--- src/rtl/rfdc_adc_integrator.sv ---
// rfdc_adc_integrator
//   Time-gated integrator for a 16-sample-per-beat RF ADC stream. After an
//   arm, it waits for the system timestamp to reach the latched start time.
//   It then sums window_len valid beats of DC-corrected samples into a
//   saturating ACC_W-bit accumulator. The result is presented on a one-deep
//   AXI-Stream result port.
//
//   Optional feature: define RFDC_ADC_ABS_EN to sum |sample - dc_offset|
//   instead of the signed difference.
//
// Ports
//   clk, resetn                     clock, async active-low reset
//   s_axis_data_*                   256-bit ADC beats (sample 0 in [15:0]), never stalled
//   timestamp                       free-running system cycle counter
//   start_time, window_len          capture window, latched on an accepted arm
//   dc_offset                       signed offset removed from each sample
//   arm, abort                      single-cycle capture control (abort wins)
//   busy, ovf                       not-idle flag, sticky saturation flag
//   m_axis_result_*                 sign-extended accumulator, valid in DONE
module rfdc_adc_integrator #(
   parameter int ACC_W = 48
) (
   input  logic         clk,
   input  logic         resetn,
   input  logic [255:0] s_axis_data_tdata,
   input  logic         s_axis_data_tvalid,
   output logic         s_axis_data_tready,
   input  logic [63:0]  timestamp,
   input  logic [63:0]  start_time,
   input  logic [31:0]  window_len,
   input  logic [15:0]  dc_offset,
   input  logic         arm,
   input  logic         abort,
   output logic         busy,
   output logic         ovf,
   output logic [63:0]  m_axis_result_tdata,
   output logic         m_axis_result_tvalid,
   input  logic         m_axis_result_tready
);

   typedef enum logic [2:0] {S_IDLE, S_ARMED, S_INTEG, S_DRAIN, S_DONE} state_t;

   state_t             state_q, state_d;
   logic [63:0]        start_q, start_d;
   logic [31:0]        remain_q, remain_d;
   logic               drain_q, drain_d;
   logic               ovf_q, ovf_d;
   logic [ACC_W-1:0]   acc_q, acc_d;
   logic               tready_q;

   // beat pipeline: stage 1 holds corrected samples, stage 2 holds the beat sum
   logic [15:0][16:0]  d_q, d_d;
   logic               vld1_q, vld1_d;
   logic [20:0]        sum_q, sum_d;
   logic               vld2_q, vld2_d;

   logic               count_beat;
   logic [ACC_W:0]     acc_sum;
   logic               acc_ovf;
   logic [ACC_W-1:0]   acc_sat;

   // The cycle the start time is reached in ARMED already counts as a beat slot.
   assign count_beat = s_axis_data_tvalid &&
                       ((state_q == S_INTEG) || ((state_q == S_ARMED) && (timestamp >= start_q)));

   always_comb begin
      logic [16:0] dv;
      dv = '0;
      for (int k = 0; k < 16; k++) begin
         dv = {s_axis_data_tdata[16*k+15], s_axis_data_tdata[16*k +: 16]} - {dc_offset[15], dc_offset};
`ifdef RFDC_ADC_ABS_EN
         if (dv[16]) dv = -dv;
`endif
         d_d[k] = dv;
      end
   end

   always_comb begin
      sum_d = '0;
      for (int k = 0; k < 16; k++) sum_d = sum_d + {{4{d_q[k][16]}}, d_q[k]};
   end

   assign vld1_d = count_beat && !abort;
   assign vld2_d = vld1_q && !abort;

   // one guard bit detects overflow; clamp to the signed extremes
   assign acc_sum = {acc_q[ACC_W-1], acc_q} + {{(ACC_W-20){sum_q[20]}}, sum_q};
   assign acc_ovf = acc_sum[ACC_W] ^ acc_sum[ACC_W-1];
   assign acc_sat = !acc_ovf      ? acc_sum[ACC_W-1:0] :
                    acc_sum[ACC_W] ? {1'b1, {(ACC_W-1){1'b0}}} : {1'b0, {(ACC_W-1){1'b1}}};

   always_comb begin
      state_d  = state_q;
      start_d  = start_q;
      remain_d = remain_q;
      drain_d  = drain_q;
      ovf_d    = ovf_q;
      acc_d    = acc_q;
      if (vld2_q) begin
         acc_d = acc_sat;
         if (acc_ovf) ovf_d = 1'b1;
      end
      case (state_q)
         S_IDLE: begin
            if (arm && (window_len != 32'd0)) begin
               state_d  = S_ARMED;
               start_d  = start_time;
               remain_d = window_len;
               acc_d    = '0;
               ovf_d    = 1'b0;
            end
         end
         S_ARMED, S_INTEG: begin
            if (count_beat) begin
               remain_d = remain_q - 32'd1;
               if (remain_q == 32'd1) begin
                  state_d = S_DRAIN;
                  drain_d = 1'b0;
               end else begin
                  state_d = S_INTEG;
               end
            end else if (timestamp >= start_q) begin
               state_d = S_INTEG;
            end
         end
         S_DRAIN: begin
            // two cycles: the last beat leaves stage 2 into the accumulator
            if (drain_q) state_d = S_DONE;
            else         drain_d = 1'b1;
         end
         S_DONE: begin
            if (m_axis_result_tready) state_d = S_IDLE;
         end
         default: state_d = S_IDLE;
      endcase
      if (abort) begin
         state_d  = S_IDLE;
         remain_d = '0;
         drain_d  = 1'b0;
         acc_d    = '0;
         ovf_d    = ovf_q;
      end
   end

   always_ff @(posedge clk or negedge resetn) begin
      if (!resetn) begin
         state_q  <= S_IDLE;
         start_q  <= '0;
         remain_q <= '0;
         drain_q  <= 1'b0;
         ovf_q    <= 1'b0;
         acc_q    <= '0;
         tready_q <= 1'b0;
         d_q      <= '0;
         vld1_q   <= 1'b0;
         sum_q    <= '0;
         vld2_q   <= 1'b0;
      end else begin
         state_q  <= state_d;
         start_q  <= start_d;
         remain_q <= remain_d;
         drain_q  <= drain_d;
         ovf_q    <= ovf_d;
         acc_q    <= acc_d;
         tready_q <= 1'b1;
         d_q      <= d_d;
         vld1_q   <= vld1_d;
         sum_q    <= sum_d;
         vld2_q   <= vld2_d;
      end
   end

   assign s_axis_data_tready   = tready_q;
   assign busy                 = (state_q != S_IDLE);
   assign ovf                  = ovf_q;
   assign m_axis_result_tvalid = (state_q == S_DONE);
   assign m_axis_result_tdata  = 64'($signed(acc_q));

endmodule

--- config.mk ---
export PLATFORM = sky130hd
export DESIGN_NAME = rfdc_adc_integrator
export DESIGN_NICKNAME = d
export VERILOG_FILES = /design/src/rtl/rfdc_adc_integrator.sv
export SDC_FILE = /design/constraint.sdc
export NUM_CORES = 2
export LEC_CHECK = 0
export BUFFER_PORTS_ARGS = -buffer_cell sky130_fd_sc_hd__buf_4
export CELL_PAD_IN_SITES_DETAIL_PLACEMENT = 0
export CELL_PAD_IN_SITES_GLOBAL_PLACEMENT = 1
export CORE_ASPECT_RATIO = 0.8
export CORE_MARGIN = 3
export CORE_UTILIZATION = 45
export CTS_CLUSTER_DIAMETER = 120
export DETAILED_ROUTE_END_ITERATION = 12
export GPL_TIMING_DRIVEN = 0
export PLACE_DENSITY_LB_ADDON = 0.1
export RECOVER_POWER = 25
export SKIP_CTS_REPAIR_TIMING = 1
export SLEW_MARGIN = 25
export SYNTH_ARGS = -nofsm -noshare
export SYNTH_HDL_FRONTEND = slang
export SYNTH_SLANG_ARGS = --single-unit
--- constraint.sdc ---
create_clock -name clk -period 13.9 [get_ports clk]
set_clock_uncertainty 0.15 [all_clocks]
set_input_delay 1.39 -clock clk [delete_from_list [all_inputs] [get_ports clk]]
set_output_delay 1.39 -clock clk [all_outputs]
set_load 0.1 [all_outputs]
; Yosys cells after proc, flatten, opt, wreduce, memory -nomap -nowiden
; Index checks and enable logic that the tools add are counted.
; Widths: inputs -> output; s select.
[word_totals]
register_bits = 445
input_bits = 438
out_inout_bits = 68
[classes]
addsub = 33
n_lt_le_gt_ge = 1
n_eq_ne = 11
muxes = 26
bitwise_logic = 1
reduce_logical = 17
[ops]
columns = op, count
row1 = $mux 48, 6
row2 = $sub 16x16->17, 16
row3 = $add 21x21->21, 11
row4 = $mux 32, 3
row5 = $ge 64x64->1, 1
row6 = $pmux 32 s2, 1
row7 = $add 48x21->49, 1
row8 = $eq 32x1->1 const B, 1
row9 = $reduce_bool 32->1, 1
row10 = $sub 32x1->32 const B, 1
row11 = $add 20x17->21, 1
row12 = $add 19x17->20, 1
row13 = $add 18x17->19, 1
row14 = $add 17x17->18, 1
row15 = $mux 3, 6
row16 = $ne 3x3->1 const B, 4
row17 = $pmux 3 s4, 1
row18 = $reduce_bool 3->1, 3
row19 = $mux 1, 8
row20 = $eq 3x2->1 const B, 2
row21 = $reduce_and 3->1, 2
row22 = $logic_and 1x1->1, 5
row23 = $ne 4x4->1 const B, 1
row24 = $reduce_and 4->1, 1
row25 = 10 further kinds, 10

; Logic depth before layout (Yosys ltp)
[logic_depth]
ltp_word = 15
ltp_mapped = 25

; Worst setup path before layout
; Ideal clock, no wire load.
[synth_path]
kind = reg2reg
start = register d_q[104] (netlist bit)
end = register sum_q[20]
arrival_time_ns = 6.152
t_required_ns = 13.625
path_slack_ns = 7.473
stages_incl_launch_ff = 24
n_path_buf = 0
period_less_slack_ns = 6.427
path_cell_list = dfrtp_1 fa_1 inv_1 fa_1 inv_1 fa_1 fa_1 fa_1 inv_1 fa_1 inv_1 ha_1 fa_1 a21o_1 a21oi_1 nor2b_1 o21ai_0 a21oi_1 a41oi_1 a21oi_1 and4_1 a2111oi_0 a21oi_1 xnor2_1
[synth_via]
elab_chain_len = 10
[synth_lines]
columns = item, line
row1 = start: declaration, 52  ; logic [15:0][16:0] d_q, d_d;
row2 = start signal: assignment, 154  ; d_q <= '0;
row3 = start signal: assignment, 166  ; d_q <= d_d;
row4 = $add 21x21->21 (10 in series), 80  ; for (int k = 0; k < 16; k++) sum_d = sum_d + {{4{d_q[k][16]}}, d_q[k]};
row5 = named net sum_d[20], 54  ; logic [20:0] sum_q, sum_d;
row6 = end signal: assignment, 168  ; sum_q <= sum_d;
row7 = end: declaration, 54
; The timed path passes the listed nets, and every way through them passes these cells.
; A chain may end at the register's enable or synchronous reset.

==> run metrics <==
stage delay of the slowest cell on the critical path between 3 and 4 ns; Largest delay share family, worst path buffers and inverters; Post-synth EDFFs 0; Final setup viols 0; total routing usage reported by global routing 0.243; initial antenna violation count 1; proportion of layout cells with a drive suffix above 1 0.172; count of pins on the block boundary 506; Filler Cell Count 7321; TritonCTS clock tree yes; Sink Count approximately 450; worst reg2reg path startpoint d_q[104]$_DFF_PN0_; number of cells after detailed placement 5414; number of buffers on the longest clock path 3; row count between 90 and 100; Root Buffer Master sky130_fd_sc_hd__clkbuf_16; clock transition at the register clock pins on the worst setup and hold paths after CTS 0.06 ns; total overflow reported by the global router 0; count of warnings emitted by yosys 0; via count of the first global-routing pass about 29000; clock period minus worst slack 7.99 ns; horizontal extent of the die about 320 um; pin count of the biggest net entering global routing 91; Register Area between 0.01 and 0.015 mm2; data arrival at the endpoint of the critical path between 7 and 8 ns; count of TritonRoute iterations in the first routing pass 5; TNS Setup 0 ns; starting density of the core 0.459; area growth from synthesis to final layout 19.1%; class of the most critical setup path input pin to async pin; diode insertion count for antenna repair 0; Unique masters post-synth 81; async set or reset register ratio after synthesis 1.00; source of the critical timing path resetn; Buffers on Ports about 500; Final Net Count approximately 5500; most frequent cell on the critical path sky130_fd_sc_hd__clkbuf_1; net count after synthesis 4921; total standard cell area after synthesis around 0.036 mm2; unrepaired setup endpoints after global routing false; Hold/Removal Path Class flop to flop; area of combinational cells with multiple inputs roughly 0.022 mm2; result of the run finished, violations left; Final GP Congestion about 0.9; average wire per standard cell around 19 um; number of max-capacitance violations reported 4; core region area ~0.08 mm2; worst hold margin around 0.32 ns; violations in the final reports max-capacitance violations, max-slew violations; first-pass GRT wire length 159000 um; clock insertion delay at the later pin of the skew report ~0.62 ns; slew margin rel. -2.04; final worst-path cycle share 0.575; sum of net half-perimeters after detailed placement roughly 85000 um; Crit path required time between 10 and 15 ns; buffer and inverter count on the worst path 2; final instance count without filler cells between 5000 and 6000; number of pins exceeding their max-slew limit in the final report ~280; clock buffers created by TritonCTS between 50 and 60; launch instance of the worst min-delay path vld1_q$_DFF_PN0_; CP Cell Sequence clkbuf_1 > clkbuf_1; Post-Route WL between 100000 and 150000 um; vias per std cell around 5.1; die footprint approximately 0.085 mm2; minimum setup slack in the final design 5.91 ns; remaining design rule violation count 0; launching element type of the critical path input pin; Die Height ~260 um; post-route antenna net violation count 0; gate count of the mapped netlist between 3000 and 4000; sequential-to-total area share from yosys stat 0.305; FF+latch count, synth ~450; Achievable Freq about 130 MHz; highest fanout seen on the critical path between 80 and 90; prevailing post-synth register cell sky130_fd_sc_hd__dfrtp_1; First DRT Iteration DRCs about 1500; Placement Setup Slack roughly 6.6 ns; slowest cell on the critical path sky130_fd_sc_hd__clkbuf_1; vias post-DR 28100; total number of H-tree levels 2; Slew @ Worst Pin between 4 and 5 ns; Worst setup EP type async pin; final hold violation count 0; Avg Cell Area, Syn approximately 9.5 um2
-- layout make-up --
type	count	share of cell area
Tap cell	1081	0.0311
Buffer	70	0.00881
Inverter	683	0.0590
Timing Repair Buffer	509	0.0884
Sequential cell	445	0.256
Clock buffer	77	0.0361
Multi-Input combinational cell	2626	0.516
Clock inverter	17	0.00461
-- sequential cells by signal, indices dropped and copies added, names as in the netlist --
signal,cells
sum_q,21
s_axis_data_tready,1
acc_q,48
d_q,272
drain_q,1
remain_q,32
ovf,1
start_q,64
vld2_q,1
state_q,3
vld1_q,1
-- placed cells by master, fill, tap and decap left out, types with 12 or more instances in the layout --
cell type / netlist / routed
sky130_fd_sc_hd__a21boi_0: 52 / 52
sky130_fd_sc_hd__nor2_1: 354 / 354
sky130_fd_sc_hd__xnor2_1: 184 / 184
sky130_fd_sc_hd__mux2_2: 65 / 65
sky130_fd_sc_hd__buf_4: 16 / 518
sky130_fd_sc_hd__nand3b_1: 15 / 15
sky130_fd_sc_hd__nand4_1: 23 / 23
sky130_fd_sc_hd__o21a_1: 28 / 28
sky130_fd_sc_hd__o22ai_1: 16 / 16
sky130_fd_sc_hd__nand2b_1: 27 / 27
sky130_fd_sc_hd__fa_1: 263 / 263
sky130_fd_sc_hd__a41o_1: 13 / 13
sky130_fd_sc_hd__o2111ai_1: 24 / 24
sky130_fd_sc_hd__ha_1: 396 / 396
sky130_fd_sc_hd__nor3_1: 64 / 64
sky130_fd_sc_hd__o22ai_2: 40 / 40
sky130_fd_sc_hd__o21ai_0: 202 / 202
sky130_fd_sc_hd__nand3_1: 84 / 84
sky130_fd_sc_hd__o41ai_1: 12 / 12
sky130_fd_sc_hd__nor4_1: 15 / 15
sky130_fd_sc_hd__dfrtp_1: 445 / 444
sky130_fd_sc_hd__nor2b_1: 59 / 59
sky130_fd_sc_hd__a21o_1: 76 / 76
sky130_fd_sc_hd__buf_2: 12 / 12
sky130_fd_sc_hd__a21oi_1: 192 / 192
sky130_fd_sc_hd__o21bai_1: 19 / 19
sky130_fd_sc_hd__clkbuf_16: 0 / 55
sky130_fd_sc_hd__xor2_1: 31 / 31
sky130_fd_sc_hd__clkbuf_1: 35 / 51
sky130_fd_sc_hd__inv_1: 681 / 681
sky130_fd_sc_hd__a31oi_1: 15 / 15
sky130_fd_sc_hd__nand2_1: 176 / 176
sky130_fd_sc_hd__or3_1: 31 / 31
-- synth_stat cells, types with 19 or more instances --
master | instances | area [um2]
sky130_fd_sc_hd__nor2_1 | 354 | 1330
sky130_fd_sc_hd__inv_1 | 681 | 2560
sky130_fd_sc_hd__xor2_1 | 31 | 272
sky130_fd_sc_hd__mux2_2 | 65 | 732
sky130_fd_sc_hd__o22ai_2 | 40 | 500
sky130_fd_sc_hd__clkbuf_1 | 35 | 131
sky130_fd_sc_hd__nor2b_1 | 59 | 369
sky130_fd_sc_hd__o21bai_1 | 19 | 143
sky130_fd_sc_hd__nand2b_1 | 27 | 169
sky130_fd_sc_hd__o21ai_0 | 202 | 1010
sky130_fd_sc_hd__xnor2_1 | 184 | 1610
sky130_fd_sc_hd__nor3_1 | 64 | 320
sky130_fd_sc_hd__nand3_1 | 84 | 420
sky130_fd_sc_hd__a21boi_0 | 52 | 390
sky130_fd_sc_hd__nand2_1 | 176 | 661
sky130_fd_sc_hd__ha_1 | 396 | 4950
sky130_fd_sc_hd__nand4_1 | 23 | 144
sky130_fd_sc_hd__a21o_1 | 76 | 571
sky130_fd_sc_hd__o21a_1 | 28 | 210
sky130_fd_sc_hd__o2111ai_1 | 24 | 210
sky130_fd_sc_hd__fa_1 | 263 | 5270
sky130_fd_sc_hd__or3_1 | 31 | 194
sky130_fd_sc_hd__a21oi_1 | 192 | 961
sky130_fd_sc_hd__dfrtp_1 | 445 | 11100
-- metal layers --
layer  part of all wire  track usage  vias up
met4              0.022       0.0554        2
li1                   -            -    13800
met3              0.047       0.0340      110
met5           0.000097            0        -
met2               0.48        0.414      569
met1               0.45        0.329    13500
-- through the flow --
| stage | utilization | area (um2) |
|---|---|---|
| finish | 0.546 | 43500 |
| global route | 0.546 | 43500 |
| CTS | 0.547 | 43500 |
| detailed placement | 0.525 | 41800 |
| global placement | 0.523 | 41600 |
| floorplan | - | 36500 |
-- cells by family (layout without fill, tap and decap cells) --
kind of cell / count (synthesis) / in the layout / synth area share
AOI/OAI and AO/OA: 800 / 800 / 0.150
xor gates and xnor gates: 215 / 215 / 0.0516
adders and majority gates: 659 / 659 / 0.280
buffers and inverters: 753 / 1356 / 0.0808
DFF: 445 / 445 / 0.305
muxes: 66 / 66 / 0.0203
other: 1 / 1 / 0.000103
and+or+nand+nor: 885 / 885 / 0.112
-- worst paths after layout --
path	to	slack [ns]	cells after the start
max	sum_q[20]$_DFF_PN0_	5.91	2
min	vld2_q$_DFF_PN0_	0.32	1
max reg2reg	sum_q[20]$_DFF_PN0_	6.64	23
min reg2reg	vld2_q$_DFF_PN0_	0.32	1
max in group clk	sum_q[20]$_DFF_PN0_	6.64	23
min in group asynchronous	start_q[48]$_DFFE_PN0P_	1.75	1
Power is not shown: default switching activity piles up to over one toggle a cycle in this logic, so the estimate is an artifact.
